**src/rtl/matriz_scan.sv**
```systemverilog
//------------------------------------------------------------------------------
// Module  : matriz_scan
// Brief   : Row-multiplexed 6x6 LED matrix driver with a double-buffered frame.
// Revision: 1.0 - initial release
//------------------------------------------------------------------------------
`default_nettype none

module matriz_scan #(
   parameter int DWELL = 1000,
   parameter int BLANK = 4,
   parameter int CNT_W = 16
) (
   input  logic        clock,
   input  logic        reset,
   input  logic [35:0] frame_in,
   input  logic        frame_load,
   output logic [5:0]  row_sel,
   output logic [5:0]  col,
   output logic [2:0]  row_idx,
   output logic        pending,
   output logic        frame_ack
);

   localparam logic [0:0]       S_BLANK      = 1'b0;
   localparam logic [0:0]       S_DRIVE      = 1'b1;
   localparam logic [CNT_W-1:0] c_blank_last = CNT_W'(BLANK - 1);
   localparam logic [CNT_W-1:0] c_dwell_last = CNT_W'(DWELL - 1);
   localparam logic [CNT_W-1:0] c_cnt_one    = CNT_W'(1);
   localparam logic [2:0]       c_last_row   = 3'd5;

   logic [0:0]       r_state, w_state_nxt;
   logic [CNT_W-1:0] r_cnt, w_cnt_nxt;
   logic [2:0]       r_row_idx, w_row_nxt;
   logic [35:0]      r_display, w_display_nxt;
   logic [35:0]      r_pend_buf, w_pend_buf_nxt;
   logic             r_pending, w_pending_nxt;
   logic             r_frame_ack, w_ack_nxt;
   logic [5:0]       r_row_sel, w_row_sel_nxt;
   logic [5:0]       r_col, w_col_nxt;
   logic             w_wrap;

   // State and all outputs are registered together, so outputs track the state.
   always_ff @(posedge clock) begin
      if (!reset) begin
         r_state     <= S_BLANK;
         r_cnt       <= '0;
         r_row_idx   <= '0;
         r_display   <= '0;
         r_pend_buf  <= '0;
         r_pending   <= 1'b0;
         r_frame_ack <= 1'b0;
         r_row_sel   <= '0;
         r_col       <= '0;
      end else begin
         r_state     <= w_state_nxt;
         r_cnt       <= w_cnt_nxt;
         r_row_idx   <= w_row_nxt;
         r_display   <= w_display_nxt;
         r_pend_buf  <= w_pend_buf_nxt;
         r_pending   <= w_pending_nxt;
         r_frame_ack <= w_ack_nxt;
         r_row_sel   <= w_row_sel_nxt;
         r_col       <= w_col_nxt;
      end
   end

   always_comb begin
      w_state_nxt = r_state;
      w_cnt_nxt   = r_cnt + c_cnt_one;
      w_row_nxt   = r_row_idx;
      w_wrap      = 1'b0;
      case (r_state)
         S_BLANK: begin
            if (r_cnt == c_blank_last) begin
               w_state_nxt = S_DRIVE;
               w_cnt_nxt   = '0;
            end
         end
         default: begin
            if (r_cnt == c_dwell_last) begin
               w_state_nxt = S_BLANK;
               w_cnt_nxt   = '0;
               if (r_row_idx == c_last_row) begin
                  w_row_nxt = '0;
                  w_wrap    = 1'b1;
               end else begin
                  w_row_nxt = r_row_idx + 3'd1;
               end
            end
         end
      endcase
   end

   // The swap reads the old pending buffer, so a load on the wrap edge queues behind it.
   always_comb begin
      w_ack_nxt      = w_wrap & r_pending;
      w_display_nxt  = w_ack_nxt ? r_pend_buf : r_display;
      w_pend_buf_nxt = frame_load ? frame_in : r_pend_buf;
      w_pending_nxt  = frame_load | (r_pending & ~w_wrap);
      w_row_sel_nxt  = '0;
      w_col_nxt      = '0;
      if (w_state_nxt == S_DRIVE) begin
         case (w_row_nxt)
            3'd0:    begin w_row_sel_nxt = 6'b000001; w_col_nxt = r_display[5:0];   end
            3'd1:    begin w_row_sel_nxt = 6'b000010; w_col_nxt = r_display[11:6];  end
            3'd2:    begin w_row_sel_nxt = 6'b000100; w_col_nxt = r_display[17:12]; end
            3'd3:    begin w_row_sel_nxt = 6'b001000; w_col_nxt = r_display[23:18]; end
            3'd4:    begin w_row_sel_nxt = 6'b010000; w_col_nxt = r_display[29:24]; end
            default: begin w_row_sel_nxt = 6'b100000; w_col_nxt = r_display[35:30]; end
         endcase
      end
   end

   assign row_sel   = r_row_sel;
   assign col       = r_col;
   assign row_idx   = r_row_idx;
   assign pending   = r_pending;
   assign frame_ack = r_frame_ack;

endmodule

`default_nettype wire

```
**config.mk**
```make
export PLATFORM = sky130hd
export DESIGN_NAME = matriz_scan
export DESIGN_NICKNAME = d
export VERILOG_FILES = /design/src/rtl/matriz_scan.sv
export SDC_FILE = /design/constraint.sdc
export NUM_CORES = 1
export LEC_CHECK = 0
export CAP_MARGIN = 30
export CORE_UTILIZATION = 45
export CTS_BUF_LIST = sky130_fd_sc_hd__clkbuf_8
export DETAILED_ROUTE_END_ITERATION = 16
export PLACE_DENSITY = 0.78
export SLEW_MARGIN = 20
export SYNTH_ARGS = -nofsm -noshare
export SYNTH_HDL_FRONTEND = slang
export SYNTH_SLANG_ARGS = --single-unit
```
**constraint.sdc**
```tcl
create_clock -name clock -period 2.7 [get_ports clock]
set_input_delay 0.54 -clock clock [delete_from_list [all_inputs] [get_ports clock]]
set_output_delay 0.54 -clock clock [all_outputs]
set_load 0.02 [all_outputs]
```
==> out/qor.yml <==
status: "complete, no violations"
synth_edf_count: 0
h-tree-depth: 3
met3_length_um: 416
period_share: 0.899
syn_avg_cell_area_um2: 9.28
powerDensity_nw_per_um2: 557
crit_arrival_ps: 2730
dieArea_um2: 10100
vias: 3298
dr_wl_met2_mm: 4.23
hold_class: "flop to flop"
fin_crit_ps: 2430
nets: 554
design.core.area_um2: 9330
tns_ps: 0
antenna_found_initial: 0
initial_core_util: 0.468
path_max_fanout: 17
root_buffer: "clkbuf_8"
synthArstFlopShare: 0
layout_setup_ws_ps: 272
grt.total_usage: 0.186
ys_seq_area_frac: 0.486
multiInputGateArea_um2: 2070
clockBufferDepth: 2
fin_skew_ps: 13.5
ys_top_cells_by_area: "dfxtp_1 (49%), mux2i_1 (8.9%), nand2_1 (7.3%)"
rows: 35
yosys.cell_count.top_type: "dfxtp_1"
drt-met1-wl_mm: 4.03
cts-buffers-inserted: 9
crit_type: "flop to flop"
p_leak_uw: 0.00190
clk_latency_ps: 370
stdcell_area_um2: 5180
synth_common_cells: "dfxtp_1 (106), nand2_1 (85), nor2b_1 (40)"
grt_overflow: 0
fill_cells: 842
ys_warn_count: 0
maxSlewHeadroom: 0.586
rsz0062_at_grt: "false"
finalSetupViolations: 0
finalHoldViolCount: 0
drtIter0Drc: 170
grt_pass1_vias: 3156
drc: 0
synth_top_area_frac: 0.486
end_kind: "flop"
syn-num-nets: 510
syn_to_final_growth_pct: 18.8
io_buffers: 55
finalMaxSlewViolations: 0
synth_cells: 470
die_x_um: 100
synth.distinct_cells: 47
yosysTopAreaCell: "dfxtp_1"
preCtsSetupSlack_ps: 235
seq_area_um2: 2120
grt_pass1_wl_mm: 14.6
place.gp.congestion: 0.878
drt-pass1-iter-count: 4
fmax_mhz: 412
synth-seq-cells: 106
io-pin-count: 56
clk_pin_slew_ps: 100
dp_hpwl_mm: 6.23
placed_area_um2: 4960
drv_cap: 0
drive_gt1_frac: 0.0598
antenna_cells: 0
antenna_left: 0
grt_max_degree: 61
ir_worst_vdd_mv: 0.314
syn_area_um2: 4360
required_ps: 3000
routed_wl_mm: 8.85
cts_tree: "yes"
cts_sinks: 106
wl_per_cell_um: 13.7
viasPerCell: 5.10
highest_layer: "met4"
ys.flop_type: "dfxtp_1"
cts_setup_buffers: 0
die_h_um: 100
worst_setup_path_start_kind: "flop"
tightest_slew_ps: 622
==> sequential cells by signal (all words and copies together), names as in the netlist <==
signal / flops
r_state: 1
frame_ack: 1
r_cnt: 16
col: 6
r_pend_buf: 36
row_sel: 6
pending: 1
row_idx: 3
r_display: 36
==> metal layers <==
metal	up-vias	GRT usage
met2	77	0.303
met3	13	0.0416
met5	-	0
li1	1678	-
met4	0	0.0858
met1	1530	0.236
==> cell type report <==
cell class | count | area share
multi-input cells | 331 | 0.399
repair buffers | 62 | 0.114
flip-flops and latches | 106 | 0.409
inverters | 4 | 0.00290
clock buffers | 10 | 0.0265
clock inverters | 5 | 0.0164
well taps | 129 | 0.0311
==> critical path: stages (launching register included) <==
cell      delay (ps)
dfxtp_1          410
ha_1             270
and4_1           230
and4_2           360
and2_4           250
and3_1           330
buf_4            280
nand2_1           90
a21boi_1         140
==> power breakdown <==
part,total (uW),switching (uW),internal [uW]
sequential,1630,28.0,1600
combinational,185,75.2,110
clock,1070,522,549
total,2890,626,2260
==> stage by stage <==
stage          power, uW  utilization  cells  hold WS, ps
3_3_place_gp        1850        0.532    632          438
4_1_cts             2910        0.556    647          451
6_report            2890        0.556    647          453
2_1_floorplan       1770            -    470          426
3_5_place_dp        1850        0.532    632          439
5_1_grt             2990        0.556    647          469
==> path summary, 6_finish.rpt <==
path / startpoint / to / slack [ps] / cells past startpoint
min reg2reg: r_display[8] / r_display[8] / 450 / 2
max reg2reg: r_cnt[0] / r_display[19] / 270 / 8
max: r_cnt[0] / r_display[19] / 270 / 8
min: r_display[8] / r_display[8] / 450 / 2
==> cell usage in the layout, fill, tap and decap left out, types with 7 or more instances in the layout <==
cell type / instances
a21boi_0: 8
a21boi_1: 30
a21oi_1: 14
and3_1: 7
buf_4: 7
clkbuf_8: 10
clkdlybuf4s50_1: 53
dfxtp_1: 106
mux2i_1: 39
nand2_1: 85
nand3_1: 13
nor2_1: 26
nor2b_1: 40
o21ai_0: 9
xnor2_1: 7
xor2_1: 8
==> cell families (layout without fill, tap and decap cells) <==
kind of cell,after synthesis,count (layout),share of synthesized area
adders and majority gates,1,1,0.00287
DFF,106,106,0.486
xor gates and xnor gates,15,15,0.0301
buffers and inverters,33,81,0.0393
muxes,40,40,0.0921
and+or+nand+nor,195,195,0.222
AOI/OAI and AO/OA,80,80,0.127
==> timing repair <==
action                                  4_1_cts  5_1_grt
resized for setup                             0        1
endpoints found under the setup margin        0        1
hold buffers                                  0        0
Note: power is estimated with default switching activity, not from simulation.
